[src/rtl/time_setter_pkg.sv]
// Shared definitions for the time setter: FSM encoding, field codes,
// time limits and the clamp/step helpers used on the shadow registers.
package time_setter_pkg;

  typedef enum logic [2:0] {
    S_IDLE      = 3'd0,
    S_EDIT_HOUR = 3'd1,
    S_EDIT_MIN  = 3'd2,
    S_EDIT_AMPM = 3'd3,
    S_WR_HOUR   = 3'd4,
    S_WR_MIN    = 3'd5,
    S_WR_AMPM   = 3'd6
  } state_t;

  localparam logic [1:0] FIELD_NONE = 2'd0;
  localparam logic [1:0] FIELD_HOUR = 2'd1;
  localparam logic [1:0] FIELD_MIN  = 2'd2;
  localparam logic [1:0] FIELD_AMPM = 2'd3;

  localparam logic [7:0] HOUR_MIN = 8'd1;
  localparam logic [7:0] HOUR_MAX = 8'd12;
  localparam logic [7:0] MIN_MAX  = 8'd59;

  function automatic logic [7:0] clamp_hour(input logic [7:0] h);
    if (h == 8'd0 || h > HOUR_MAX) return HOUR_MAX;
    else return h;
  endfunction

  function automatic logic [7:0] clamp_min(input logic [7:0] m);
    if (m > MIN_MAX) return 8'd0;
    else return m;
  endfunction

  function automatic logic [7:0] hour_step(input logic [7:0] h, input logic up);
    if (up) return (h >= HOUR_MAX) ? HOUR_MIN : h + 8'd1;
    else return (h <= HOUR_MIN) ? HOUR_MAX : h - 8'd1;
  endfunction

  function automatic logic [7:0] min_step(input logic [7:0] m, input logic up);
    if (up) return (m >= MIN_MAX) ? 8'd0 : m + 8'd1;
    else return (m == 8'd0) ? MIN_MAX : m - 8'd1;
  endfunction

endpackage

[src/rtl/time_setter_button_conditioner.sv]
// Raw button -> 2-flop synchronizer -> debounced level -> one-cycle pulse
// on each accepted rising edge.
module button_conditioner #(
  parameter int DEBOUNCE_CYCLES = 1000000
) (
  input  logic clk,
  input  logic reset,
  input  logic i_btn,
  output logic o_pulse
);

  localparam int CW = (DEBOUNCE_CYCLES > 1) ? $clog2(DEBOUNCE_CYCLES) : 1;
  localparam logic [CW-1:0] CNT_LAST = CW'(DEBOUNCE_CYCLES - 1);

  logic [1:0]    r_sync;
  logic          r_level;
  logic [CW-1:0] r_cnt;
  logic          r_pulse;

  // Counter tracks consecutive samples that disagree with the accepted level.
  always_ff @(posedge clk) begin
    if (reset) begin
      r_sync  <= 2'b00;
      r_level <= 1'b0;
      r_cnt   <= '0;
      r_pulse <= 1'b0;
    end else begin
      r_sync  <= {r_sync[0], i_btn};
      r_pulse <= 1'b0;
      if (r_sync[1] == r_level) begin
        r_cnt <= '0;
      end else if (r_cnt == CNT_LAST) begin
        r_level <= r_sync[1];
        r_cnt   <= '0;
        r_pulse <= r_sync[1];
      end else begin
        r_cnt <= r_cnt + CW'(1);
      end
    end
  end

  assign o_pulse = r_pulse;

endmodule

[src/rtl/time_setter.sv]
// Button-driven editor for a 12-hour clock: captures the current time into
// shadows, lets the user step each field, then commits with three strobes.
module time_setter
  import time_setter_pkg::*;
#(
  parameter int DEBOUNCE_CYCLES = 1000000,
  parameter int TIMEOUT_CYCLES  = 500000000
) (
  input  logic       clk,
  input  logic       reset,
  input  logic       btnMode,
  input  logic       btnUp,
  input  logic       btnDown,
  input  logic [7:0] curHour,
  input  logic [7:0] curMin,
  input  logic       curAmpm,
  output logic       writeHour,
  output logic       writeMin,
  output logic       writeAmpm,
  output logic [7:0] data,
  output logic       editing,
  output logic [1:0] field
);

  localparam int TW = $clog2(TIMEOUT_CYCLES + 1);
  localparam logic [TW-1:0] TO_LAST = TW'(TIMEOUT_CYCLES - 1);

  logic w_mode, w_up, w_down;
  logic w_in_edit, w_any_pulse, w_timeout;
  state_t r_state, w_state_next;
  logic [TW-1:0] r_to_cnt;
  logic [7:0] r_hour, r_min;
  logic r_ampm;
  logic w_wr_hour, w_wr_min, w_wr_ampm, w_editing;
  logic [7:0] w_data;
  logic [1:0] w_field;
  logic r_wr_hour, r_wr_min, r_wr_ampm, r_editing;
  logic [7:0] r_data;
  logic [1:0] r_field;

  button_conditioner #(.DEBOUNCE_CYCLES(DEBOUNCE_CYCLES)) u_btn_mode (
    .clk(clk), .reset(reset), .i_btn(btnMode), .o_pulse(w_mode));
  button_conditioner #(.DEBOUNCE_CYCLES(DEBOUNCE_CYCLES)) u_btn_up (
    .clk(clk), .reset(reset), .i_btn(btnUp), .o_pulse(w_up));
  button_conditioner #(.DEBOUNCE_CYCLES(DEBOUNCE_CYCLES)) u_btn_down (
    .clk(clk), .reset(reset), .i_btn(btnDown), .o_pulse(w_down));

  assign w_in_edit   = (r_state == S_EDIT_HOUR) || (r_state == S_EDIT_MIN) ||
                       (r_state == S_EDIT_AMPM);
  assign w_any_pulse = w_mode | w_up | w_down;
  assign w_timeout   = w_in_edit && !w_any_pulse && (r_to_cnt == TO_LAST);

  // State register.
  always_ff @(posedge clk) begin
    if (reset) r_state <= S_IDLE;
    else       r_state <= w_state_next;
  end

  // Next state: mode outranks up/down, then up+down cancel, then timeout.
  always_comb begin
    w_state_next = r_state;
    case (r_state)
      S_IDLE:      w_state_next = w_mode ? S_EDIT_HOUR : S_IDLE;
      S_EDIT_HOUR: w_state_next = w_mode ? S_EDIT_MIN :
                                  ((w_up && w_down) || w_timeout) ? S_IDLE : S_EDIT_HOUR;
      S_EDIT_MIN:  w_state_next = w_mode ? S_EDIT_AMPM :
                                  ((w_up && w_down) || w_timeout) ? S_IDLE : S_EDIT_MIN;
      S_EDIT_AMPM: w_state_next = w_mode ? S_WR_HOUR :
                                  ((w_up && w_down) || w_timeout) ? S_IDLE : S_EDIT_AMPM;
      S_WR_HOUR:   w_state_next = S_WR_MIN;
      S_WR_MIN:    w_state_next = S_WR_AMPM;
      S_WR_AMPM:   w_state_next = S_IDLE;
      default:     w_state_next = S_IDLE;
    endcase
  end

  // Idle-cycle counter for abandoning an edit.
  always_ff @(posedge clk) begin
    if (reset) begin
      r_to_cnt <= '0;
    end else if (!w_in_edit || w_any_pulse || (w_state_next != r_state)) begin
      r_to_cnt <= '0;
    end else begin
      r_to_cnt <= r_to_cnt + TW'(1);
    end
  end

  // Shadow registers: capture on entry, step only on a lone up or down.
  always_ff @(posedge clk) begin
    if (reset) begin
      r_hour <= HOUR_MAX;
      r_min  <= 8'd0;
      r_ampm <= 1'b0;
    end else begin
      case (r_state)
        S_IDLE: begin
          if (w_mode) begin
            r_hour <= clamp_hour(curHour);
            r_min  <= clamp_min(curMin);
            r_ampm <= curAmpm;
          end
        end
        S_EDIT_HOUR: if (!w_mode && (w_up ^ w_down)) r_hour <= hour_step(r_hour, w_up);
        S_EDIT_MIN:  if (!w_mode && (w_up ^ w_down)) r_min <= min_step(r_min, w_up);
        S_EDIT_AMPM: if (!w_mode && (w_up ^ w_down)) r_ampm <= ~r_ampm;
        default: begin
        end
      endcase
    end
  end

  // Outputs decoded from the next state so the registered copies line up with it.
  always_comb begin
    w_wr_hour = 1'b0;
    w_wr_min  = 1'b0;
    w_wr_ampm = 1'b0;
    w_data    = 8'd0;
    w_editing = (w_state_next != S_IDLE);
    w_field   = FIELD_NONE;
    case (w_state_next)
      S_EDIT_HOUR: w_field = FIELD_HOUR;
      S_EDIT_MIN:  w_field = FIELD_MIN;
      S_EDIT_AMPM: w_field = FIELD_AMPM;
      S_WR_HOUR: begin
        w_wr_hour = 1'b1;
        w_data    = r_hour;
      end
      S_WR_MIN: begin
        w_wr_min = 1'b1;
        w_data   = r_min;
      end
      S_WR_AMPM: begin
        w_wr_ampm = 1'b1;
        w_data    = {7'b0, r_ampm};
      end
      default: w_field = FIELD_NONE;
    endcase
  end

  // Output registers.
  always_ff @(posedge clk) begin
    if (reset) begin
      r_wr_hour <= 1'b0;
      r_wr_min  <= 1'b0;
      r_wr_ampm <= 1'b0;
      r_data    <= 8'd0;
      r_editing <= 1'b0;
      r_field   <= FIELD_NONE;
    end else begin
      r_wr_hour <= w_wr_hour;
      r_wr_min  <= w_wr_min;
      r_wr_ampm <= w_wr_ampm;
      r_data    <= w_data;
      r_editing <= w_editing;
      r_field   <= w_field;
    end
  end

  assign writeHour = r_wr_hour;
  assign writeMin  = r_wr_min;
  assign writeAmpm = r_wr_ampm;
  assign data      = r_data;
  assign editing   = r_editing;
  assign field     = r_field;

endmodule

[config.mk]
export PLATFORM = sky130hd
export DESIGN_NAME = time_setter
export DESIGN_NICKNAME = d
export VERILOG_FILES = /design/src/rtl/time_setter_pkg.sv /design/src/rtl/time_setter_button_conditioner.sv /design/src/rtl/time_setter.sv
export SDC_FILE = /design/constraint.sdc
export NUM_CORES = 1
export LEC_CHECK = 0
export CORE_MARGIN = 8
export CORE_UTILIZATION = 57
export DETAILED_ROUTE_END_ITERATION = 6
export PLACE_DENSITY = 0.74
export SLEW_MARGIN = 20
export SYNTH_ARGS = -nofsm -noshare
export SYNTH_HDL_FRONTEND = slang
export SYNTH_SLANG_ARGS = --single-unit
[constraint.sdc]
create_clock -name clk -period 4.3 [get_ports clk]
set_clock_uncertainty 0.1 [all_clocks]
set_input_delay 0.645 -clock clk [delete_from_list [all_inputs] [get_ports clk]]
set_output_delay 0.645 -clock clk [all_outputs]
set_load 0.005 [all_outputs]
==> results.json, run 1 <==
{
  "nets": 797,
  "seq_area_mm2": 0.00270,
  "postSynth.asyncResetShare_pct": 0,
  "syn_to_final_growth_pct": 15.4,
  "cts_resized": 0,
  "fmax_mhz": 407,
  "wl_per_cell_um": 14.1,
  "grt.total_usage_pct": 18.5,
  "clk_path_buf_depth": 2,
  "ant_nets": 0,
  "worstSetupEndpointType": "flop",
  "worstPathMaxFanout": 20,
  "grt_max_degree": 35,
  "power_mw": 2.65,
  "worstPathRequired_ps": 4590,
  "synth_ff_type": "dfxtp_1",
  "die_h_um": 121,
  "setup_viol": 0,
  "dieWidth_um": 121,
  "final.setup.tns_ps": 0,
  "antenna_found_initial": 0,
  "die_area_mm2": 0.0146,
  "timing_worst_setup_path_type": "flop to flop",
  "viasPerCell": 5.65,
  "synth_common_cells": "nor2_1 (144), dfxtp_1 (135), xor2_1 (54)",
  "cts.sinks": 135,
  "place_area_mm2": 0.00669,
  "synth_area_leader_cell": "dfxtp_1",
  "coreArea_mm2": 0.0108,
  "final-hold-violation-count": 0,
  "worst_slew_pin_slew_ps": 957,
  "clk_latency_ps": 530,
  "rsz0062_at_grt": "no",
  "finalInstanceArea_mm2": 0.00725,
  "min_path_type": "flop to flop",
  "synth_most_common_cell": "nor2_1",
  "drc": 0,
  "grt_first_pass_wirelength_mm": 22.5,
  "firstDrtPassIters": 4,
  "synth_cell_types": 58,
  "crit_arrival_ps": 2750,
  "cts.root.buffer_cell": "clkbuf_8",
  "drt_iter0_drc": 444,
  "yosysSeqAreaShare_pct": 43.0,
  "ys.warnings.count": 0,
  "drv_slew": 0,
  "htree_levels": 4,
  "syn_inst": 737,
  "n_fill_cell": 898,
  "synth_nets": 770,
  "fin_crit_ps": 2460,
  "rows": 38,
  "cts_tree": "done",
  "wl_mm": 12.9,
  "clkTransAtPathRegs_ps": 60,
  "cts_inserted_buffers": 17,
  "synth_top_area_share_pct": 43.0,
  "dp_hpwl_mm": 8.87,
  "status": "finished, final reports clean",
  "drive_gt1_share_pct": 5.92,
  "relSlewSlack_pct": 35.6,
  "netlist_area_mm2": 0.00628,
  "period_share_pct": 57.2,
  "gp_congestion": 0.828,
  "hold_ws_ps": 336,
  "synth-edff-count": 0,
  "pwr_density_cell_mw_per_mm2": 366,
  "synth_area_leaders": "dfxtp_1 (43%), nor2_1 (8.6%), xor2_1 (7.5%)",
  "portBuffers": 35,
  "finish.utilization_pct": 67.2,
  "peakVddDrop_v": 0.000333,
  "antenna_cells": 0,
  "ios": 36,
  "power.leakage_nw": 2.33,
  "initial_core_util_pct": 58.2,
  "gr-total-overflow": 0,
  "ys_seq_elements": 135,
  "avgSynthCellArea_um2": 8.53,
  "post_cts_buffers": 0,
  "multi_input_area_mm2": 0.00337,
  "crit_path_start_kind": "flop",
  "grt_pass1_vias": 5058,
  "cap_violations": 0,
  "vias": 5183,
  "hold_buffers": 0
}
==> final cells by class <==
class / count / share of cell area (%)
clock buffer: 17 / 5.71
clock inverter: 15 / 2.00
inverter: 22 / 1.14
multi-input combinational: 552 / 46.5
sequential: 135 / 37.3
tap: 140 / 2.42
timing repair buffer: 36 / 4.94
==> routing by layer <==
metal  GRT usage, %  wire, um  vias up
met4           6.79       187        0
met1           22.1      5940     2464
met2           30.9      6330       78
met3           5.40       451       20
met5              0         0        -
li1               -         -     2621
==> state kept, by name (all words and copies together) (netlist names), 3 cells and up <==
name,cells
r_state,3
u_btn_down.r_cnt,20
u_btn_mode.r_cnt,20
data,8
r_hour,8
r_min,8
u_btn_up.r_cnt,20
r_to_cnt,29
==> layout by cell type, fill, tap and decap left out, drive strengths merged, types with 5 or more instances in the layout <==
cell type      synthesis  routed
nand2b                 5       5
mux2i                  6       6
nand3                 47      47
or3                    6       6
a221oi                 5       5
and3                  17      17
and2                   5       5
clkinvlp               0       5
clkdlybuf4s50          0      35
nor2                 144     144
nor3b                  5       5
nor2b                  9       9
o21ai                 16      16
xor2                  54      54
nand4                 29      29
xnor2                 38      38
a22oi                  7       7
a31oi                 11      11
inv                   22      28
and4                   5       5
nor4                  14      14
clkbuf                20      17
dfxtp                135     135
ha                    11      11
a21oi                 21      21
nand2                 31      31
nor3                  19      19
==> power breakdown <==
group	switching, mW	leakage, nW	total (mW)	internal (mW)
clock network	0.578	0.260	1.36	0.778
logic	0.0190	0.986	0.0420	0.0230
registers	0.00196	1.09	1.26	1.25
total	0.599	2.33	2.65	2.06
==> cell families after synthesis <==
kind of cell	share of synthesized area, %
buffers and inverters	3.35
AOI/OAI and AO/OA	8.54
adders and majority gates	2.19
DFF	43.0
and+or+nand+nor	29.1
muxes	0.956
xor gates and xnor gates	12.8
==> final timing paths <==
kind,cells past startpoint,slack (ps),end,from
max,6,1840,u_btn_mode.r_cnt[9],u_btn_mode.r_cnt[0]
min,1,340,u_btn_down.r_sync[1],u_btn_down.r_sync[0]
max reg2reg,6,1840,u_btn_mode.r_cnt[9],u_btn_mode.r_cnt[0]
min reg2reg,1,340,u_btn_down.r_sync[1],u_btn_down.r_sync[0]
==> metrics by stage <==
stage	worst slack (ps)	cells
CTS	1810	917
floorplan	2310	737
global route	1630	917
global placement	1650	885
detailed placement	1560	885
finish	1840	917
==> worst max-delay path, stage by stage (launching register included) <==
cell     delay, ps
dfxtp_1        370
ha_1           220
nand4_1        180
or2_2          340
nor3_1         390
or3_1          580
nor2_1         120
Power figures use the tool's default switching activity.
==> inputs of run 2 (changes only) <==
==> constraint.sdc (replaced) <==
create_clock -name clk -period 2.52 [get_ports clk]
set_clock_uncertainty 0.1 [all_clocks]
set_input_delay 0.378 -clock clk [delete_from_list [all_inputs] [get_ports clk]]
set_output_delay 0.378 -clock clk [all_outputs]
set_load 0.005 [all_outputs]
==> results.json, run 2 (synthesized netlist as in run 1, its figures left out) <==
{
  "place_area_mm2": 0.00679,
  "cts_inserted_buffers": 17,
  "nets": 811,
  "antenna_found_initial": 0,
  "fin_crit_ps": 2290,
  "power.leakage_nw": 2.44,
  "cts.sinks": 135,
  "reg2reg_to": "r_hour[6]",
  "cts.root.buffer_cell": "clkbuf_8",
  "worstSetupEndpointType": "flop",
  "rsz0062_at_grt": "no",
  "die_area_mm2": 0.0146,
  "rows": 38,
  "viasPerCell": 5.65,
  "grt_max_degree": 29,
  "fmax_mhz": 436,
  "finalInstanceArea_mm2": 0.00739,
  "drv_slew": 0,
  "vias": 5259,
  "grt_first_pass_wirelength_mm": 22.4,
  "setup_viol": 0,
  "drt_iter0_drc": 394,
  "r2r-start": "r_hour[0]",
  "worstHoldPathCells": 2,
  "peakVddDrop_v": 0.000548,
  "final_cell_mix": "nor2_1 (144), dfxtp_1 (135), xor2_1 (54)",
  "hold_ws_ps": 310,
  "min_path_type": "input pin to flop",
  "gp_congestion": 0.850,
  "final.setup.tns_ps": 0,
  "cts_tree": "done",
  "reg2regPathDepth": 7,
  "r2r_setup_slack_ps": 230,
  "layout.cells.most_common": "nor2_1",
  "clk_latency_ps": 530,
  "gr-total-overflow": 0,
  "n_fill_cell": 846,
  "hold_buffers": 0,
  "syn_to_final_growth_pct": 17.7,
  "relSlewSlack_pct": 52.4,
  "hp-start": "btnDown",
  "dp_hpwl_mm": 8.88,
  "status": "finished, final reports clean",
  "drc": 0,
  "dieWidth_um": 121,
  "finish.utilization_pct": 68.5,
  "die_h_um": 121,
  "grt_pass1_vias": 5104,
  "whs_endpoint": "u_btn_down.r_sync[0]",
  "cap_violations": 0,
  "worstPathRequired_ps": 2880,
  "largest_reg_flops": 29,
  "pwr_density_cell_mw_per_mm2": 639,
  "post_cts_buffers": 0,
  "drive_gt1_share_pct": 7.59,
  "worst_slew_pin_slew_ps": 707,
  "ios": 36,
  "wl_mm": 13.0,
  "worstPathMaxFanout": 8,
  "wl_per_cell_um": 14.0,
  "cts_resized": 0,
  "ant_nets": 0,
  "clkTransAtPathRegs_ps": 60,
  "grt.total_usage_pct": 18.5,
  "final-hold-violation-count": 0,
  "coreArea_mm2": 0.0108,
  "top_register": "r_to_cnt",
  "clk_path_buf_depth": 2,
  "crit_path_start_kind": "flop",
  "htree_levels": 4,
  "crit_arrival_ps": 2650,
  "portBuffers": 35,
  "firstDrtPassIters": 5,
  "initial_core_util_pct": 58.2,
  "timing_worst_setup_path_type": "flop to flop",
  "antenna_cells": 0,
  "period_share_pct": 91.0
}
-- run 2: power breakdown --
| group | internal, mW | total, mW | switching [mW] |
|---|---|---|---|
| clock | 1.54 | 2.50 | 0.959 |
| sequential | 2.14 | 2.14 | 0.00320 |
| combinational | 0.0432 | 0.0767 | 0.0335 |
| total | 3.73 | 4.72 | 0.996 |
-- run 2: worst max path at each step --
stage | startpoint | end | slack, ps | depth (start not counted)
floorplan | r_hour[0] | r_hour[7] | 620 | 7
global placement | u_btn_mode.r_cnt[0] | u_btn_mode.r_cnt[12] | 330 | 7
detailed placement | curHour[5] | r_hour[1] | 270 | 5
CTS | r_hour[0] | r_hour[6] | 260 | 7
global route | u_btn_mode.r_cnt[0] | u_btn_mode.r_cnt[19] | 90 | 7
finish | r_hour[0] | r_hour[6] | 230 | 7
-- run 2: area by class of cell --
cell class / instances / area, um^2 / share of cell area (%)
multi-input cells: 552 / 3370 / 45.6
flip-flops and latches: 135 / 2700 / 36.5
clock buffers: 18 / 428 / 5.79
repair buffers: 50 / 463 / 6.26
well taps: 140 / 175 / 2.37
clock inverters: 14 / 173 / 2.34
inverters: 22 / 82.6 / 1.12
-- run 2: routing by layer --
metal | up-vias | part of all wire, % | GRT usage (%)
li1 | 2651 | - | -
met1 | 2455 | 47 | 22.1
met2 | 133 | 48 | 30.3
met3 | 20 | 4.2 | 5.82
met4 | 0 | 1.3 | 7.81
met5 | - | 0 | 0
-- run 2: critical path, cell delays in order (launching register included) --
cell and delay (ps):
dfxtp_1 480, inv_1 130, ha_1 300, or2_2 320
a31o_2 290, nor2_1 250, nand4_1 180, a21oi_1 180
-- run 2: per-stage QoR --
step           std cells  power, mW  worst slack, ps
2_1_floorplan        737       2.22              619
3_3_place_gp         899       2.27              334
3_5_place_dp         899       2.27              274
4_1_cts              931       4.77              263
5_1_grt              931       4.87             91.2
6_report             931       4.72              228
